===== config.mk =====
export PLATFORM = sky130hd
export DESIGN_NAME = bus_arbiter
export DESIGN_NICKNAME = d
export VERILOG_FILES = /design/src/rtl/bus_arbiter.sv
export SDC_FILE = /design/constraint.sdc
export NUM_CORES = 1
export LEC_CHECK = 0
export CAP_MARGIN = 20
export CORE_AREA = 2 2 160 162
export DETAILED_ROUTE_END_ITERATION = 8
export DIE_AREA = 0 0 162 164
export PLACE_DENSITY = 0.74
export RECOVER_POWER = 50
export SYNTH_ARGS = -nofsm -noshare
export SYNTH_HDL_FRONTEND = slang
export SYNTH_SLANG_ARGS = --single-unit

===== constraint.sdc =====
create_clock -name clk -period 1.5 [get_ports clk]
set_input_delay 0.15 -clock clk [delete_from_list [all_inputs] [get_ports clk]]
set_output_delay 0.15 -clock clk [all_outputs]
set_load 0.01 [all_outputs]

===== src/rtl/bus_arbiter.sv =====
// Two-requester round-robin bus arbiter with memory/peripheral address decode
// and a per-transaction timeout that turns a silent target into a bus error.
module bus_arbiter #(
  parameter int PER_BIT = 31,
  parameter int TIMEOUT = 256
) (
  input  logic        clk,
  input  logic        reset,
  input  logic        m0_valid,
  input  logic [31:0] m0_addr,
  input  logic [31:0] m0_wdata,
  input  logic [3:0]  m0_wstrb,
  output logic [31:0] m0_rdata,
  output logic        m0_ready,
  output logic        m0_error,
  input  logic        m1_valid,
  input  logic [31:0] m1_addr,
  input  logic [31:0] m1_wdata,
  input  logic [3:0]  m1_wstrb,
  output logic [31:0] m1_rdata,
  output logic        m1_ready,
  output logic        m1_error,
  output logic        mem_valid,
  output logic [31:0] mem_addr,
  output logic [31:0] mem_wdata,
  output logic [3:0]  mem_wstrb,
  input  logic [31:0] mem_rdata,
  input  logic        mem_ready,
  output logic        per_valid,
  output logic [31:0] per_addr,
  output logic [31:0] per_wdata,
  output logic [3:0]  per_wstrb,
  input  logic [31:0] per_rdata,
  input  logic        per_ready,
  output logic        grant
);

  localparam int CW = $clog2(TIMEOUT + 1);

  typedef enum logic [1:0] {IDLE = 2'd0, BUSY = 2'd1, DONE = 2'd2} state_t;

  state_t      state_q, state_d;
  logic        grant_q, grant_d;
  logic        sel_per_q, sel_per_d;
  logic [31:0] addr_q, addr_d;
  logic [31:0] wdata_q, wdata_d;
  logic [3:0]  wstrb_q, wstrb_d;
  logic [CW-1:0] count_q, count_d;
  logic [31:0] rdata_q, rdata_d;
  logic        err_q, err_d;
  logic        mem_valid_q, mem_valid_d, per_valid_q, per_valid_d;
  logic        m0_ready_q, m0_ready_d, m1_ready_q, m1_ready_d;
  logic        m0_error_q, m0_error_d, m1_error_q, m1_error_d;
  logic [31:0] m0_rdata_q, m0_rdata_d, m1_rdata_q, m1_rdata_d;
  logic        tgt_ready_s;
  logic [31:0] tgt_rdata_s;

  // State and datapath registers with synchronous reset
  always_ff @(posedge clk) begin
    if (reset) begin
      state_q     <= IDLE;
      grant_q     <= 1'b1;
      sel_per_q   <= 1'b0;
      addr_q      <= 32'h0;
      wdata_q     <= 32'h0;
      wstrb_q     <= 4'h0;
      count_q     <= '0;
      rdata_q     <= 32'h0;
      err_q       <= 1'b0;
      mem_valid_q <= 1'b0;
      per_valid_q <= 1'b0;
      m0_ready_q  <= 1'b0;
      m1_ready_q  <= 1'b0;
      m0_error_q  <= 1'b0;
      m1_error_q  <= 1'b0;
      m0_rdata_q  <= 32'h0;
      m1_rdata_q  <= 32'h0;
    end else begin
      state_q     <= state_d;
      grant_q     <= grant_d;
      sel_per_q   <= sel_per_d;
      addr_q      <= addr_d;
      wdata_q     <= wdata_d;
      wstrb_q     <= wstrb_d;
      count_q     <= count_d;
      rdata_q     <= rdata_d;
      err_q       <= err_d;
      mem_valid_q <= mem_valid_d;
      per_valid_q <= per_valid_d;
      m0_ready_q  <= m0_ready_d;
      m1_ready_q  <= m1_ready_d;
      m0_error_q  <= m0_error_d;
      m1_error_q  <= m1_error_d;
      m0_rdata_q  <= m0_rdata_d;
      m1_rdata_q  <= m1_rdata_d;
    end
  end

  // Next state: arbitration, field latching, completion and timeout
  always_comb begin
    state_d     = state_q;
    grant_d     = grant_q;
    sel_per_d   = sel_per_q;
    addr_d      = addr_q;
    wdata_d     = wdata_q;
    wstrb_d     = wstrb_q;
    count_d     = count_q;
    rdata_d     = rdata_q;
    err_d       = err_q;
    // Only the selected target's ready counts, and only while in BUSY
    tgt_ready_s = sel_per_q ? per_ready : mem_ready;
    tgt_rdata_s = sel_per_q ? per_rdata : mem_rdata;
    case (state_q)
      IDLE: begin
        if (m0_valid || m1_valid) begin
          if (m0_valid && m1_valid) begin
            grant_d = ~grant_q;
          end else if (m0_valid) begin
            grant_d = 1'b0;
          end else begin
            grant_d = 1'b1;
          end
          addr_d    = grant_d ? m1_addr  : m0_addr;
          wdata_d   = grant_d ? m1_wdata : m0_wdata;
          wstrb_d   = grant_d ? m1_wstrb : m0_wstrb;
          sel_per_d = addr_d[PER_BIT];
          count_d   = '0;
          state_d   = BUSY;
        end else begin
          state_d = IDLE;
        end
      end
      BUSY: begin
        count_d = count_q + 1'b1;
        if (tgt_ready_s) begin
          rdata_d = tgt_rdata_s;
          err_d   = 1'b0;
          state_d = DONE;
        end else if (count_q == CW'(TIMEOUT - 1)) begin
          rdata_d = 32'h0;
          err_d   = 1'b1;
          state_d = DONE;
        end else begin
          state_d = BUSY;
        end
      end
      DONE: begin
        state_d = IDLE;
      end
      default: begin
        state_d = IDLE;
      end
    endcase
  end

  // Output next values, derived from the next state so outputs stay registered
  always_comb begin
    mem_valid_d = (state_d == BUSY) && !sel_per_d;
    per_valid_d = (state_d == BUSY) &&  sel_per_d;
    m0_ready_d  = (state_d == DONE) && !grant_d;
    m1_ready_d  = (state_d == DONE) &&  grant_d;
    m0_error_d  = m0_ready_d && err_d;
    m1_error_d  = m1_ready_d && err_d;
    m0_rdata_d  = m0_ready_d ? rdata_d : 32'h0;
    m1_rdata_d  = m1_ready_d ? rdata_d : 32'h0;
  end

  assign mem_valid = mem_valid_q;
  assign mem_addr  = addr_q;
  assign mem_wdata = wdata_q;
  assign mem_wstrb = wstrb_q;
  assign per_valid = per_valid_q;
  assign per_addr  = addr_q;
  assign per_wdata = wdata_q;
  assign per_wstrb = wstrb_q;
  assign m0_ready  = m0_ready_q;
  assign m1_ready  = m1_ready_q;
  assign m0_error  = m0_error_q;
  assign m1_error  = m1_error_q;
  assign m0_rdata  = m0_rdata_q;
  assign m1_rdata  = m1_rdata_q;
  assign grant     = grant_q;

endmodule

==> metrics.cfg, run 1 <==
[outcome]
outcome=complete, but fails checks
violations=setup timing

[setup_path]
r2r-start=count_q[0]$_SDFFE_PP0P_
cp_num_buf_inv=2
r2r_slack_ps=-70
slowest_stage=dfxtp_4
crit_fanout=8
crit_family=simple AND/OR/NAND/NOR gates
worstSetupPathDepth=9
critPathCaptureType=flip-flop
worstReg2RegEnd=m0_rdata[5]$_SDFF_PP0_
cp.required_ps=1860
endpoint=m0_rdata[5]$_SDFF_PP0_
cp_cell_sequence=ha_4 -> nand3_4 -> nor2_4 -> ha_4 -> inv_4 -> a21oi_4 -> nand2_4 -> clkbuf_16 -> nor2_2
crit_top_cell=ha_4
critPathLaunchType=flip-flop
slowest_delay_ps=370
worst-r2r-cell-count=9
critPathKind=reg2reg
arrival_ps=1930
startpoint=count_q[0]$_SDFFE_PP0P_

[placement]
gp_congestion=0.822
post-dp-hpwl_um=17900
pre_cts_ws_ps=-269
io_buffers=412
post-place-cells=1424
place_area_sq_um=10900

[die]
dieArea_sq_um=26600
start_util_pct=26.4
io_pins=413
die_y_um=164
row_count=58
core_sq_um=24800
dieWidth_um=162

[clocking]
clock_sinks=151
clkLatencyLatePin_ps=420
htree_levels=4
clockBufferDepth=2
cts_tree=built
cts_root_buf=clkbuf_16
path_clk_slew_ps=70
cts_buffers=17

[power_and_ir_drop]
power_leakage_uw=0.00496
irDropWorstVdd_mv=0.624
cellPowerDensity_nw_per_um2=1010

[timing]
finalHoldViolations=0
fin_skew_ps=14.9
worst_slack_ps=-73.3
fmax_ghz=0.636
finalSetupViolations=87
rsz0062_at_grt=yes
maxSlewHeadroom_pct=59.1
fin_crit_sh_pct=105
max_slew.worst_pin.slew_ps=614
slew_viol_final=0
period_minus_slack_ps=1570

[final_layout]
final_nets=1355
antennaDiodeCount=0
fin_area_sq_um=12500
layoutNonFillerInstCount=1490
syn2layout_area_growth_pct=90.8
drive_gt1_share_pct=25.2

[synth]
yosysTopAreaCell=dfxtp_1
synthDistinctLibCells=39
synthAdderAreaFrac_pct=0.381
synth_top_family_by_area=simple AND/OR/NAND/NOR gates
syn_avg_cell_area_sq_um=8.61
synth_area_sq_um=6560
synth_area_leaders=dfxtp_1, nor2_1, buf_4
synth_compound_area_share_pct=11.9
synth_xor_area_share_pct=0
synth_top_cell_area_share_pct=46.1
yosys.area_share.simple_pct=22.6
ys_seq_elements=151
synth_nets=970
syn-instance-count=762
ys_seq_area_share_pct=46.1
ys_warn_count=0
synthMuxAreaShare_pct=6.35

[routing]
vias=6947
dr.pass1.iters=5
dr.first_iter.drc_count=341
drt.antenna.violating_nets=0
via_per_inst=4.66
post-route-drc-count=0
wl_per_cell_um=17.7
wl_um=26400

[global_routing]
grt_use_total_pct=17.0
grt_max_degree=46
grt_pass1_vias=6511
overflow=0
grt_pass1_wl_um=35300
antenna_found_initial=0

[hold_path]
worstHoldPathType=in2reg

[job]
maxCapViolCount=0

==> sequential cells by signal, summed over array words and instances, names as in the netlist, 2 cells and up <==
| signal | count |
|---|---|
| m0_rdata | 32 |
| m1_rdata | 32 |
| mem_addr | 32 |
| mem_wdata | 32 |
| count_q | 9 |
| mem_wstrb | 4 |
| state_q | 2 |
==> per-stage QoR <==
step	total power (uW)	TNS, ps	util, %	hold WS, ps
6_report	12600	-2420	50.5	298
3_3_place_gp	7710	-13820	43.8	425
4_1_cts	12200	-3030	46.5	276
2_1_floorplan	6090	0	-	312
5_1_grt	13200	-11460	50.5	300
3_5_place_dp	7740	-20270	43.8	429
==> power breakdown <==
| group | leakage, uW | total, uW | switching (uW) | internal, uW |
|---|---|---|---|---|
| registers | 0.00124 | 4520 | 242 | 4270 |
| logic | 0.00343 | 3590 | 1610 | 1980 |
| clock network | 0.000297 | 4520 | 1970 | 2540 |
| total | 0.00496 | 12600 | 3830 | 8790 |
==> worst min-delay path by stage <==
| stage | slack (ps) | cells after the start | endpoint | from |
|---|---|---|---|---|
| 6_report | 300 | 3 | mem_addr[8]$_SDFFE_PP0N_ | m1_addr[8] |
| 5_1_grt | 300 | 3 | mem_wdata[24]$_SDFFE_PP0N_ | m1_wdata[24] |
| 4_1_cts | 280 | 3 | mem_wdata[10]$_SDFFE_PP0N_ | m1_wdata[10] |
| 3_5_place_dp | 430 | 2 | state_q[1]$_SDFF_PP0_ | reset |
| 3_3_place_gp | 420 | 2 | state_q[1]$_SDFF_PP0_ | reset |
| 2_1_floorplan | 310 | 2 | mem_addr[13]$_SDFFE_PP0N_ | m1_addr[13] |
==> layout make-up <==
class	count	area [sq um]
fill	2333	12300
timing repair buffer	499	5180
multi-input combinational	475	3270
sequential	151	3030
clock buffer	18	429
tap	330	413
clock inverter	14	186
inverter	3	13.8
==> metal layers <==
metal / vias to the layer above / track usage [%] / wire length, um / part of all wire, %
li1: 3319 / - / - / -
met1: 3291 / 19.4 / 10400 / 39
met2: 315 / 30.9 / 13500 / 51
met3: 22 / 5.20 / 2100 / 8.0
met4: 0 / 4.38 / 371 / 1.4
met5: - / 0 / 0 / 0
==> kinds of logic (layout without fill, tap and decap cells) <==
group                    after synthesis  count (layout)
AO/OA/AOI/OAI                         87              87
adder cells (fa/ha/maj)                2               2
buffers and inverters                136             534
flip-flops                           151             151
multiplexers                          36              36
AND/OR/NAND/NOR                      350             350
==> placed cells by master, fill, tap and decap left out, drive strengths merged, types with 2 or more instances in the layout <==
cell	Yosys	final
clkdlybuf4s50	0	273
a21oi	8	8
dfxtp	151	151
nand2	105	105
ha	2	2
inv	3	9
buf	107	75
nor3	4	4
nand2b	4	4
dlygate4sd2	0	106
nor3b	5	5
clkbuf	26	32
a311oi	67	67
clkdlybuf4s25	0	30
or2	2	2
mux2	35	35
a211oi	3	3
bufinv	0	2
o21ai	2	2
clkinv	0	5
nor2	151	151
nand3	74	74
==> synthesized netlist by cell type, drive strengths merged <==
library cell	number
nor3b	5
dfxtp	151
or4	1
nand2	105
o32ai	1
ha	2
nor2b	1
clkbuf	26
nand3	74
or2	2
o22a	1
nand2b	4
a31oi	1
a221o	1
o21a	1
or3	1
o21ai	2
and3	1
nor2	151
nor3	4
and2	1
a311oi	67
a21oi	8
a22oi	1
mux2	35
buf	107
mux2i	1
a211oi	3
o22ai	1
inv	3
==> worst register-to-register path, stage by stage, from the launching register on <==
cell,delay [ps]
dfxtp_4,370
ha_4,150
nand3_4,70
nor2_4,150
ha_4,160
inv_4,40
a21oi_4,170
nand2_4,120
clkbuf_16,200
nor2_2,80
==> repair_timing <==
action | CTS | global route
hold buffers | 1 | 0
setup buffers | 2 | 13
gates cloned | 2 | 17
endpoints found under the hold margin | 2 | 0
gates resized for setup | 139 | 178
endpoints found under the setup margin | 251 | 165
pin swaps | 11 | 66
(Power assumes the default switching activity.)
==> inputs of run 2 (changes only) <==
--- a/config.mk
+++ b/config.mk
@@ -6,10 +6,12 @@
 export NUM_CORES = 1
 export LEC_CHECK = 0
 export CAP_MARGIN = 20
-export CORE_AREA = 2 2 160 162
+export CORE_MARGIN = 2
+export CORE_UTILIZATION = 25
+export CTS_BUF_LIST = sky130_fd_sc_hd__clkbuf_4
 export DETAILED_ROUTE_END_ITERATION = 8
-export DIE_AREA = 0 0 162 164
-export PLACE_DENSITY = 0.74
+export HOLD_SLACK_MARGIN = 0.05
+export PLACE_DENSITY = 0.71
 export RECOVER_POWER = 50
 export SYNTH_ARGS = -nofsm -noshare
 export SYNTH_HDL_FRONTEND = slang
==> metrics.cfg, run 2 (same netlist as run 1, synthesis figures left out) <==
[placement]
io_buffers=412
gp_congestion=0.823
place_area_sq_um=10800
post-place-cells=1425
post-dp-hpwl_um=17900

[setup_path]
slowest_stage=dfxtp_2
crit_top_cell=buf_6
cp.required_ps=1970
critPathKind=reg2reg
arrival_ps=2100
r2r-start=count_q[6]$_SDFFE_PP0P_
slowest_delay_ps=360
critPathLaunchType=flip-flop
cp_cell_sequence=and3_4 -> nand2_2 -> nor2_2 -> ha_2 -> inv_2 -> a21oi_4 -> nand2_4 -> buf_6 -> buf_6 -> nor2_4
crit_fanout=4
startpoint=count_q[6]$_SDFFE_PP0P_
r2r_slack_ps=-130
critPathCaptureType=flip-flop

[global_routing]
overflow=0
antenna_found_initial=1
grt_use_total_pct=19.5
grt_pass1_vias=7210
grt_max_degree=83
grt_pass1_wl_um=41800

[outcome]
outcome=complete, but fails checks
violations=setup timing

[timing]
period_minus_slack_ps=1630
maxSlewHeadroom_pct=60.8
finalSetupViolations=95
max_slew.worst_pin.slew_ps=588
rsz0062_at_grt=yes
fin_crit_sh_pct=108
fin_skew_ps=28.8
finalHoldViolations=0
fin_setup_tns_ps=-5080
slew_viol_final=0
worst_slack_ps=-126
fmax_ghz=0.615

[final_layout]
final_common_cell=clkdlybuf4s50_1
fin_util_pct=49.3
layoutNonFillerInstCount=1531
drive_gt1_share_pct=34.6
fin_area_sq_um=12800
syn2layout_area_growth_pct=94.7
most-common-layout-cells=clkdlybuf4s50_1, dlygate4sd2_1, nand2_1, dfxtp_1, nand3_1
final_nets=1390

[die]
die_y_um=166
core_sq_um=25900
dieArea_sq_um=27600
dieWidth_um=166
start_util_pct=25.3
row_count=59
io_pins=413

[clocking]
cts_buffers=17
htree_levels=4
path_clk_slew_ps=160
clockBufferDepth=2
clkLatencyLatePin_ps=540
cts_tree=built
clock_sinks=151
cts_root_buf=clkbuf_4

[routing]
drt.antenna.violating_nets=0
vias=7290
wl_per_cell_um=19.2
post-route-drc-count=0
wl_um=29400
dr.pass1.iters=4
via_per_inst=4.76
dr.first_iter.drc_count=465

[power_and_ir_drop]
cellPowerDensity_nw_per_um2=905
irDropWorstVdd_mv=0.502
power_uw=11600
power_leakage_uw=0.00550

[hold_path]
worst_hold_startpoint=m1_wdata[11]
worstHoldPathType=in2reg

[job]
maxCapViolCount=0

## run 2: final timing paths
check | end | cells after the start
worst max-delay path | m1_rdata[28]$_SDFF_PP0_ | 10
worst min-delay path | mem_wdata[11]$_SDFFE_PP0N_ | 3
worst max register to register | m1_rdata[28]$_SDFF_PP0_ | 10
worst min register to register | mem_addr[6]$_SDFFE_PP0N_ | 2
## run 2: metal layers
metal	up-vias	routed length (um)	global-route usage, %
li1	3400	-	-
met3	40	1990	4.69
met2	349	15300	36.7
met5	-	0	0
met4	0	677	5.26
met1	3501	11400	21.9
## run 2: layout make-up
| type | instances | area (sq um) |
|---|---|---|
| well taps | 335 | 419 |
| fillers | 2483 | 13100 |
| clock inverters | 15 | 181 |
| clock buffers | 17 | 128 |
| multi-input cells | 475 | 3440 |
| flip-flops and latches | 151 | 3120 |
| inverters | 3 | 11.3 |
| diodes | 1 | 2.50 |
| repair buffers | 534 | 5480 |
## run 2: critical path, delay by kind of cell, from the launching register on
kind	cells	cell delay, ps
adder cells (fa/ha/maj)	1	180
AO/OA/AOI/OAI	1	170
buffers and inverters	3	330
AND/OR/NAND/NOR	5	530
flip-flops	1	360
## run 2: timing repair
action                                  CTS  global route
gates cloned                             17             2
setup buffers                            34            22
hold endpoints to repair                 14             0
resized for setup                       366           181
endpoints found under the setup margin  346           157
hold buffers                              2             0
pin swaps                                40            58
## run 2: power breakdown
part / internal, uW / total, uW / switching (uW)
Combinational: 2280 / 4100 / 1820
Clock: 1070 / 2890 / 1820
Sequential: 4320 / 4580 / 264
Total: 7670 / 11600 / 3900
## run 2: stage by stage
step / worst slack, ps / hold WS (ps)
after floorplan: 16.7 / 312
after global placement: -193 / 468
after CTS: -113 / 82.4
final: -126 / 153
after global routing: -181 / 81.3
after detailed placement: -242 / 474
